$ cat src/rtl/redirect_remap_table.sv
`timescale 1ns/1ps
// redirect_remap_table
// Per-initiator remap table fed by the per-target-port redirect monitor.
// Level changes on redirect_valid_i become install (rise) / remove (fall)
// events. Each port holds at most one pending event; a newer edge replaces an
// older pending one and flags overflow. A round-robin arbiter hands one event
// at a time to a two-state IDLE/APPLY machine that writes the table.
//
// Lookup interface: lookup_valid_i is a one-cycle request with no back-pressure
// (there is no ready). Every request cycle produces exactly one response cycle
// later, flagged by lookup_valid_o. Response fields hold their last value while
// lookup_valid_o is low.
module redirect_remap_table #(
  parameter int N_TARG_PORT = 7,
  parameter int LOG_N_INIT  = 2,
  parameter int TIMEOUT_W   = 16
) (
  input  logic                              clk,
  input  logic                              rst,
  input  logic [N_TARG_PORT-1:0]            redirect_valid_i,
  input  logic [N_TARG_PORT*LOG_N_INIT-1:0] source_i,
  input  logic [N_TARG_PORT*LOG_N_INIT-1:0] target_i,
  input  logic [TIMEOUT_W-1:0]              timeout_i,
  input  logic                              lookup_valid_i,
  input  logic [LOG_N_INIT-1:0]             lookup_id_i,
  output logic                              lookup_valid_o,
  output logic                              lookup_hit_o,
  output logic [LOG_N_INIT-1:0]             lookup_id_o,
  output logic [(1<<LOG_N_INIT)-1:0]        table_valid_o,
  output logic                              busy_o,
  output logic                              overflow_o
);

  localparam int N_INIT = 1 << LOG_N_INIT;
  localparam int PW     = (N_TARG_PORT > 1) ? $clog2(N_TARG_PORT) : 1;

  typedef enum logic {
    S_IDLE  = 1'b0,
    S_APPLY = 1'b1
  } state_t;

  // ---------------------------------------------------------------------------
  // Edge detection and per-port pending events
  // ---------------------------------------------------------------------------
  logic [N_TARG_PORT-1:0] prev;
  logic [N_TARG_PORT-1:0] rise;
  logic [N_TARG_PORT-1:0] fall;
  logic [N_TARG_PORT-1:0] pend_ins;
  logic [N_TARG_PORT-1:0] pend_rem;
  logic [N_TARG_PORT-1:0] pend_ins_n;
  logic [N_TARG_PORT-1:0] pend_rem_n;
  logic [N_TARG_PORT-1:0] pend_any;
  logic                   ovf_evt;
  logic                   overflow_q;

  logic [LOG_N_INIT-1:0]  psrc [N_TARG_PORT];
  logic [LOG_N_INIT-1:0]  ptgt [N_TARG_PORT];

  // ---------------------------------------------------------------------------
  // Arbiter / FSM
  // ---------------------------------------------------------------------------
  state_t                 state;
  state_t                 state_n;
  logic [PW-1:0]          rr_ptr;
  logic                   arb_found;
  logic [PW-1:0]          arb_idx;
  logic                   grant_fire;

  logic [PW-1:0]          gnt_port;
  logic                   gnt_ins;
  logic [LOG_N_INIT-1:0]  gnt_src;
  logic [LOG_N_INIT-1:0]  gnt_tgt;

  // ---------------------------------------------------------------------------
  // Remap table
  // ---------------------------------------------------------------------------
  logic [N_INIT-1:0]      ent_valid;
  logic [LOG_N_INIT-1:0]  ent_tgt   [N_INIT];
  logic [PW-1:0]          ent_owner [N_INIT];
  logic [TIMEOUT_W-1:0]   ent_timer [N_INIT];
  logic [N_INIT-1:0]      apply_ins_hit;
  logic [N_INIT-1:0]      apply_rem_hit;

  assign rise     = redirect_valid_i & ~prev;
  assign fall     = ~redirect_valid_i & prev;
  assign pend_any = pend_ins | pend_rem;

  // Round-robin pick: lowest pending port at or after rr_ptr, wrapping.
  always_comb begin
    int j;
    arb_found = 1'b0;
    arb_idx   = '0;
    j         = 0;
    for (int i = 0; i < N_TARG_PORT; i++) begin
      j = int'(rr_ptr) + i;
      if (j >= N_TARG_PORT) j = j - N_TARG_PORT;
      if (!arb_found && pend_any[j]) begin
        arb_found = 1'b1;
        arb_idx   = PW'(j);
      end
    end
  end

  // Next-state logic: IDLE grants one pending event, APPLY always returns.
  always_comb begin
    state_n    = state;
    grant_fire = 1'b0;
    case (state)
      S_IDLE: begin
        if (arb_found) begin
          grant_fire = 1'b1;
          state_n    = S_APPLY;
        end
      end
      S_APPLY: state_n = S_IDLE;
      default: state_n = S_IDLE;
    endcase
  end

  // Pending update: the grant consumes first, so an edge on the granted port
  // in the same cycle lands as a fresh event rather than an overflow.
  always_comb begin
    pend_ins_n = pend_ins;
    pend_rem_n = pend_rem;
    ovf_evt    = 1'b0;
    if (grant_fire) begin
      pend_ins_n[arb_idx] = 1'b0;
      pend_rem_n[arb_idx] = 1'b0;
    end
    for (int p = 0; p < N_TARG_PORT; p++) begin
      if (rise[p] || fall[p]) begin
        if (pend_ins_n[p] || pend_rem_n[p]) ovf_evt = 1'b1;
        pend_ins_n[p] = rise[p];
        pend_rem_n[p] = fall[p];
      end
    end
  end

  // Edge history, pending bits and sticky overflow.
  always_ff @(posedge clk) begin
    if (rst) begin
      prev       <= '0;
      pend_ins   <= '0;
      pend_rem   <= '0;
      overflow_q <= 1'b0;
    end else begin
      prev     <= redirect_valid_i;
      pend_ins <= pend_ins_n;
      pend_rem <= pend_rem_n;
      if (ovf_evt) overflow_q <= 1'b1;
    end
  end

  // Capture the src/tgt pair presented with each rising edge.
  always_ff @(posedge clk) begin
    if (rst) begin
      for (int p = 0; p < N_TARG_PORT; p++) begin
        psrc[p] <= '0;
        ptgt[p] <= '0;
      end
    end else begin
      for (int p = 0; p < N_TARG_PORT; p++) begin
        if (rise[p]) begin
          psrc[p] <= source_i[p*LOG_N_INIT +: LOG_N_INIT];
          ptgt[p] <= target_i[p*LOG_N_INIT +: LOG_N_INIT];
        end
      end
    end
  end

  // FSM state, round-robin pointer and the latched granted event.
  always_ff @(posedge clk) begin
    if (rst) begin
      state    <= S_IDLE;
      rr_ptr   <= '0;
      gnt_port <= '0;
      gnt_ins  <= 1'b0;
      gnt_src  <= '0;
      gnt_tgt  <= '0;
    end else begin
      state <= state_n;
      if (grant_fire) begin
        gnt_port <= arb_idx;
        gnt_ins  <= pend_ins[arb_idx];
        gnt_src  <= psrc[arb_idx];
        gnt_tgt  <= ptgt[arb_idx];
        rr_ptr   <= (arb_idx == PW'(N_TARG_PORT - 1)) ? '0 : arb_idx + PW'(1);
      end
    end
  end

  // Which entries the APPLY cycle touches; self-remaps are dropped.
  always_comb begin
    apply_ins_hit = '0;
    apply_rem_hit = '0;
    for (int e = 0; e < N_INIT; e++) begin
      if (state == S_APPLY) begin
        if (gnt_ins) begin
          apply_ins_hit[e] = (gnt_src != gnt_tgt) && (gnt_src == LOG_N_INIT'(e));
        end else begin
          apply_rem_hit[e] = (ent_owner[e] == gnt_port);
        end
      end
    end
  end

  // Table entries: countdown/expiry first, APPLY writes override it.
  always_ff @(posedge clk) begin
    if (rst) begin
      ent_valid <= '0;
      for (int e = 0; e < N_INIT; e++) begin
        ent_tgt[e]   <= '0;
        ent_owner[e] <= '0;
        ent_timer[e] <= '0;
      end
    end else begin
      for (int e = 0; e < N_INIT; e++) begin
        if (ent_valid[e] && (ent_timer[e] != '0)) begin
          if (ent_timer[e] == TIMEOUT_W'(1)) begin
            ent_valid[e] <= 1'b0;
            ent_timer[e] <= '0;
          end else begin
            ent_timer[e] <= ent_timer[e] - TIMEOUT_W'(1);
          end
        end
        if (apply_ins_hit[e]) begin
          ent_valid[e] <= 1'b1;
          ent_tgt[e]   <= gnt_tgt;
          ent_owner[e] <= gnt_port;
          ent_timer[e] <= timeout_i;
        end else if (apply_rem_hit[e]) begin
          ent_valid[e] <= 1'b0;
        end
      end
    end
  end

  // Registered lookup against the table contents before this cycle's writes.
  always_ff @(posedge clk) begin
    if (rst) begin
      lookup_valid_o <= 1'b0;
      lookup_hit_o   <= 1'b0;
      lookup_id_o    <= '0;
    end else begin
      lookup_valid_o <= lookup_valid_i;
      if (lookup_valid_i) begin
        lookup_hit_o <= ent_valid[lookup_id_i];
        lookup_id_o  <= ent_valid[lookup_id_i] ? ent_tgt[lookup_id_i] : lookup_id_i;
      end
    end
  end

  assign table_valid_o = ent_valid;
  assign busy_o        = (state == S_APPLY) | (|pend_any);
  assign overflow_o    = overflow_q;

endmodule

$ cat config.mk
export PLATFORM = sky130hd
export DESIGN_NAME = redirect_remap_table
export DESIGN_NICKNAME = d
export VERILOG_FILES = /design/src/rtl/redirect_remap_table.sv
export SDC_FILE = /design/constraint.sdc
export NUM_CORES = 1
export LEC_CHECK = 0
export CAP_MARGIN = 20
export CORE_MARGIN = 4
export CORE_UTILIZATION = 27
export DETAILED_ROUTE_END_ITERATION = 6
export GPL_TIMING_DRIVEN = 0
export SETUP_SLACK_MARGIN = 0.05
export SLEW_MARGIN = 20
export SYNTH_ARGS = -nofsm -noshare
export SYNTH_HDL_FRONTEND = slang
export SYNTH_SLANG_ARGS = --single-unit
export TNS_END_PERCENT = 1
$ cat constraint.sdc
create_clock -name clk -period 9.7 [get_ports clk]
set_input_delay 1.94 -clock clk [delete_from_list [all_inputs] [get_ports clk]]
set_output_delay 1.94 -clock clk [all_outputs]
set_load 0.01 [all_outputs]
==> out/results.ini, run 1 <==
[cells_and_area]
syn2layout_area_growth_pct = 17.7
seq_area_um2 = 4200
final_net_count = 1174
final_core_util = 0.325
fin_cells = 1549
final_cell_mix = edfxtp_1, nand2_1, o21ai_0, nor2_1, clkdlybuf4s50_1
drive_gt1_frac = 0.0695
fillCellCount = 3633
diodes = 0
mostFrequentLayoutCell = edfxtp_1
multi_input_area_um2 = 5100

[sta]
hold_ws_ns = 0.482
setup-violations-final = 0
finClkSkew_ns = 0.00719
post-route-period-util = 0.518
drv_slew = 0
worst_pin_slew_ns = 0.873
timing.final.crit_period_ns = 5.02
rsz0062_at_grt = false
fmax_mhz = 199
fin_tns_setup_ns = 0
finalHoldViolCount = 0
max_slew_margin = 0.416

[power_and_ir_drop]
irDropWorstVdd_uv = 198
power_leakage_uw = 0.00406
power_uw = 3010
pwr_density_cell_nw_per_um2 = 265

[floorplan]
io_pins = 66
rows = 68
die_y_um = 197
coreArea_um2 = 34900
floorplan.die_area_um2 = 38800
dieWidth_um = 197
start_util = 0.276

[worst_hold_path]
min_from = pend_rem[6]
holdCritPathClass = reg -> reg
worst_hold_path.num_cells = 2
hold_end = pend_rem[6]

[cts]
cts_hold_buf = 0
cts_max_path_buffers = 2
clock_latency_ns = 0.42
ctsHtreeMaxLevel = 4
cts_tree = yes
post_cts_resized = 0
numCtsBuffers = 17
numClockSinks = 154
clkTransAtPathRegs_ns = 0.06
cts_root_buffer = clkbuf_16
postCtsSetupBuffers = 0

[setup_path]
timing.rr.end = overflow_o
worstPathArrival_ns = 5.31
r2r_start = rr_ptr[2]
worstSetupPathType = reg -> reg
worstPathRequired_ns = 9.99
crit_fanout = 10
regToRegSetupSlack_ns = 4.68
rr_worst_depth = 17
worstSetupStartpointType = register
worstSetupEndpointType = register

[yosys]
yosys_warnings = 0
syn_inst = 998
synth_area_um2 = 9630
yosysSeqAreaShare = 0.436
ys_types = 83
synth-main-ff-cell = edfxtp_1
synth_fp_nets = 1091
avgSynthCellArea_um2 = 9.65
ys_async_sr_fraction = 0
ys_ff_latch = 154
synth_edf_count = 112

[route]
dr.pass1.iters = 5
drc = 0
vias = 7881
viasPerCell = 5.09
wl_met3_um = 1630
drt_iter0_markers = 556
highest_layer = met5
met2_length_um = 11800
drt-wirelength-per-cell_um = 17.0
routed_wl_um = 26300
wl_met1_um = 12400
postRouteAntennaNets = 0

[grt]
grt_max_degree = 17
grt_first_pass_wirelength_um = 41600
antenna_found_initial = 2
grt_pass1_vias = 7696
groute.usage.overall = 0.135
grt_overflow = 0

[status]
status = completed

[placement]
hpwl_um = 19300
placed_cells = 1517
place_congestion = 0.845
io_buffers = 64

[flow_run]
cap_violations = 0

## flip-flops by register name, indices dropped and copies added, names as in the netlist, 2 cells and up
signal and cells:
ptgt 14, ent_owner 12, psrc 14, rr_ptr 3
pend_rem 7, ent_tgt 8, pend_ins 7, gnt_port 3
table_valid_o 4, lookup_id_o 2, gnt_tgt 2, gnt_src 2
prev 7, ent_timer 64
## metal layers
metal / up-vias / GRT usage
li1: 3826 / -
met1: 3740 / 0.185
met2: 268 / 0.214
met3: 43 / 0.0291
met4: 4 / 0.0413
met5: - / 0
## worst max-delay path by stage
stage                         start          to  slack (ns)  cells past startpoint
after floorplan           rr_ptr[2]  overflow_o        5.51                     16
after global placement    rr_ptr[2]  overflow_o        4.81                     17
after detailed placement  rr_ptr[2]  overflow_o        4.76                     17
after CTS                 rr_ptr[2]  overflow_o        4.74                     17
after global routing      rr_ptr[2]  overflow_o        4.35                     17
final                     rr_ptr[2]  overflow_o        4.68                     17
## cells in the mapped netlist (11+ instances only)
library cell / instances / share of area
a21oi_1: 39 / 0.020
inv_1: 39 / 0.015
xor2_1: 15 / 0.014
a21o_1: 11 / 0.0086
nand3_1: 22 / 0.011
and2_1: 45 / 0.029
or2_2: 12 / 0.0078
clkbuf_1: 28 / 0.011
o21ai_0: 88 / 0.046
edfxtp_1: 112 / 0.35
nor3_1: 29 / 0.015
nor2b_1: 18 / 0.012
xnor2_1: 51 / 0.046
nor4_1: 19 / 0.012
dfxtp_1: 42 / 0.087
nand2_1: 88 / 0.034
mux2i_1: 37 / 0.038
nor2_1: 72 / 0.028
nand2b_1: 25 / 0.016
ha_1: 37 / 0.048
## through the flow
stage                     setup WS, ns  instance area, um2
final                             4.68               11300
after global routing              4.35               11300
after CTS                         4.74               11300
after detailed placement          4.76               10800
after global placement            4.81               10800
after floorplan                   5.51                9630
## cells by family after synthesis
logic type	share of synthesized area
AND/OR/NAND/NOR	0.211
AO/OA/AOI/OAI	0.159
flip-flops	0.436
buffers and inverters	0.0340
XOR/XNOR	0.0634
multiplexers	0.0478
adder cells (fa/ha/maj)	0.0481
## final cells by class
cell class,count,area share
clock inverter,13,0.00541
buffer,39,0.0160
sequential,154,0.371
timing repair buffer,64,0.0565
clock buffer,19,0.0382
inverter,39,0.0129
tap,455,0.0502
multi-input combinational,766,0.450
## critical path, cell delays in order, from the launching register on
cell and delay, ns:
dfxtp_1 0.45, buf_2 0.24, buf_2 0.26, inv_1 0.14, ha_1 0.35, buf_2 0.20
nand2b_1 0.20, o21ai_1 0.48, mux2_2 0.41, a2bb2oi_1 0.34, a21oi_1 0.16, nor3b_4 0.19
a22oi_1 0.30, and2_1 0.30, nand2b_1 0.08, buf_2 0.18, a2111oi_0 0.46, nand4b_1 0.15
## report_power, final
group	internal, uW	switching (uW)
registers	770	55.8
logic	643	958
clock network	319	264
total	1730	1280
No activity file was read; power rests on OpenSTA's default activity.
==> inputs of run 2 (changes only) <==
==> constraint.sdc (replaced) <==
create_clock -name clk -period 5 [get_ports clk]
set_input_delay 1 -clock clk [delete_from_list [all_inputs] [get_ports clk]]
set_output_delay 1 -clock clk [all_outputs]
set_load 0.01 [all_outputs]
==> out/results.ini, run 2 (synthesized netlist as in run 1, its figures left out) <==
[cells_and_area]
final_net_count = 1178
mostFrequentLayoutCell = edfxtp_1
syn2layout_area_growth_pct = 18.3
largest_reg_flops = 64
fin_cells = 1553
drive_gt1_frac = 0.0801
top_regs = ent_timer (64), psrc (14), ptgt (14)
regMostFlops = ent_timer
final_cell_mix = edfxtp_1, o21ai_0, nand2_1, nor2_1, clkdlybuf4s50_1
diodes = 0
final_core_util = 0.327

[setup_path]
crit_buf_inv = 3
endpoint = overflow_o
cp_top_family = simple AND/OR/NAND/NOR gates
r2r_start = rr_ptr[0]
crit_path_cell_trace = buf_6 -> buf_2 -> inv_1 -> ha_1 -> nor4b_2 -> o21ai_0 -> a32oi_2 -> o211ai_2 -> or3_4 -> nor2_2 -> a221o_1 -> nand3_1 -> or3b_1 -> o221a_1 -> nand4b_1
worstPathRequired_ns = 5.29
worstSetupPathType = reg -> reg
rr_worst_depth = 15
worstPathArrival_ns = 5.04
timing.rr.end = overflow_o
slowest_stage = or3_4
worst-path-stages = 15
worstSetupStartpointType = register
regToRegSetupSlack_ns = 0.26
crit_start = rr_ptr[0]
crit_fanout = 10
worstSetupEndpointType = register
max_stage_delay_ns = 0.48

[power_and_ir_drop]
power_leakage_uw = 0.00409
power_uw = 5990
irDropWorstVdd_uv = 327
pwr_density_cell_nw_per_um2 = 526

[floorplan]
dieWidth_um = 197
die_y_um = 197
start_util = 0.276
rows = 68
io_pins = 66
coreArea_um2 = 34900
floorplan.die_area_um2 = 38800

[placement]
dp_worst_setup_slack_ns = 0.0612
placed_cells = 1517
hpwl_um = 19300
io_buffers = 64
place_congestion = 0.845

[sta]
max_slew_margin = 0.402
finClkSkew_ns = 0.00596
setup-violations-final = 0
fin_tns_setup_ns = 0
worst_pin_slew_ns = 0.894
drv_slew = 0
fmax_mhz = 211
post-route-period-util = 0.948
finalHoldViolCount = 0
finalWorstSetupSlack_ns = 0.259
timing.final.crit_period_ns = 4.74
rsz0062_at_grt = false

[route]
drc = 0
routed_wl_um = 26400
drt_iter0_markers = 550
dr.pass1.iters = 5
drt-wirelength-per-cell_um = 17.0
viasPerCell = 5.07
postRouteAntennaNets = 0
vias = 7879

[cts]
cts_root_buffer = clkbuf_16
cts_hold_buf = 0
numClockSinks = 154
clock_latency_ns = 0.43
cts_tree = yes
numCtsBuffers = 17
ctsHtreeMaxLevel = 4
cts_max_path_buffers = 2
clkTransAtPathRegs_ns = 0.06

[grt]
antenna_found_initial = 2
grt_overflow = 0
grt_pass1_vias = 7693
grt_max_degree = 17
groute.usage.overall = 0.135
grt_first_pass_wirelength_um = 41600

[status]
status = completed

[flow_run]
cap_violations = 0

[worst_hold_path]
holdCritPathClass = reg -> reg

## run 2: routing by layer
layer / vias up / part of all wire / track usage
met4: 4 / 0.021 / 0.0413
met1: 3748 / 0.47 / 0.185
met2: 249 / 0.45 / 0.214
met3: 48 / 0.055 / 0.0291
li1: 3830 / - / -
met5: - / 0.0010 / 0
## run 2: worst min path at each step
| stage | depth (start not counted) | slack, ns | to | start |
|---|---|---|---|---|
| floorplan | 2 | 0.45 | pend_rem[0] | pend_rem[0] |
| global placement | 2 | 0.47 | pend_rem[0] | pend_rem[0] |
| detailed placement | 2 | 0.47 | pend_rem[6] | pend_rem[6] |
| CTS | 2 | 0.48 | pend_rem[6] | pend_rem[6] |
| global route | 2 | 0.50 | pend_rem[3] | pend_rem[3] |
| finish | 2 | 0.48 | pend_rem[6] | pend_rem[6] |
## run 2: repair_timing
item	in CTS	in global routing
setup endpoints to repair	1	21
resized for setup	1	12
buffers inserted	0	4
pin swaps	0	2
## run 2: layout make-up
type / instances / area [um2]
tap: 455 / 569
inverter: 39 / 146
fill: 3634 / 23500
multi-input combinational: 766 / 5120
buffer: 39 / 190
timing repair buffer: 68 / 671
clock inverter: 13 / 61.3
sequential: 154 / 4210
clock buffer: 19 / 433
## run 2: where the power goes
| group | switching [uW] | internal, uW |
|---|---|---|
| Combinational | 1910 | 1350 |
| Clock | 512 | 618 |
| Sequential | 108 | 1490 |
## run 2: worst reg2reg max path: cells and delay by family (launching register included)
family	cells	cell delay [ns]
and+or+nand+nor	6	1.91
buffers and inverters	3	0.62
AOI/OAI and AO/OA	5	1.23
adders and majority gates	1	0.44
DFF	1	0.42
## run 2: per-stage QoR
stage | cell area (um2) | hold WS (ns)
2_1_floorplan | 9630 | 0.448
3_3_place_gp | 10800 | 0.465
3_5_place_dp | 10800 | 0.465
4_1_cts | 11300 | 0.475
5_1_grt | 11400 | 0.505
6_report | 11400 | 0.479
==> inputs of run 3 (changes only) <==
--- a/config.mk
+++ b/config.mk
@@ -9,6 +9,7 @@
 export CORE_MARGIN = 4
 export CORE_UTILIZATION = 27
 export DETAILED_ROUTE_END_ITERATION = 6
+export GPL_ROUTABILITY_DRIVEN = 0
 export GPL_TIMING_DRIVEN = 0
 export SETUP_SLACK_MARGIN = 0.05
 export SLEW_MARGIN = 20
==> results of run 3 <==
Final layout, timing and power as in run 2 (identical DEF).
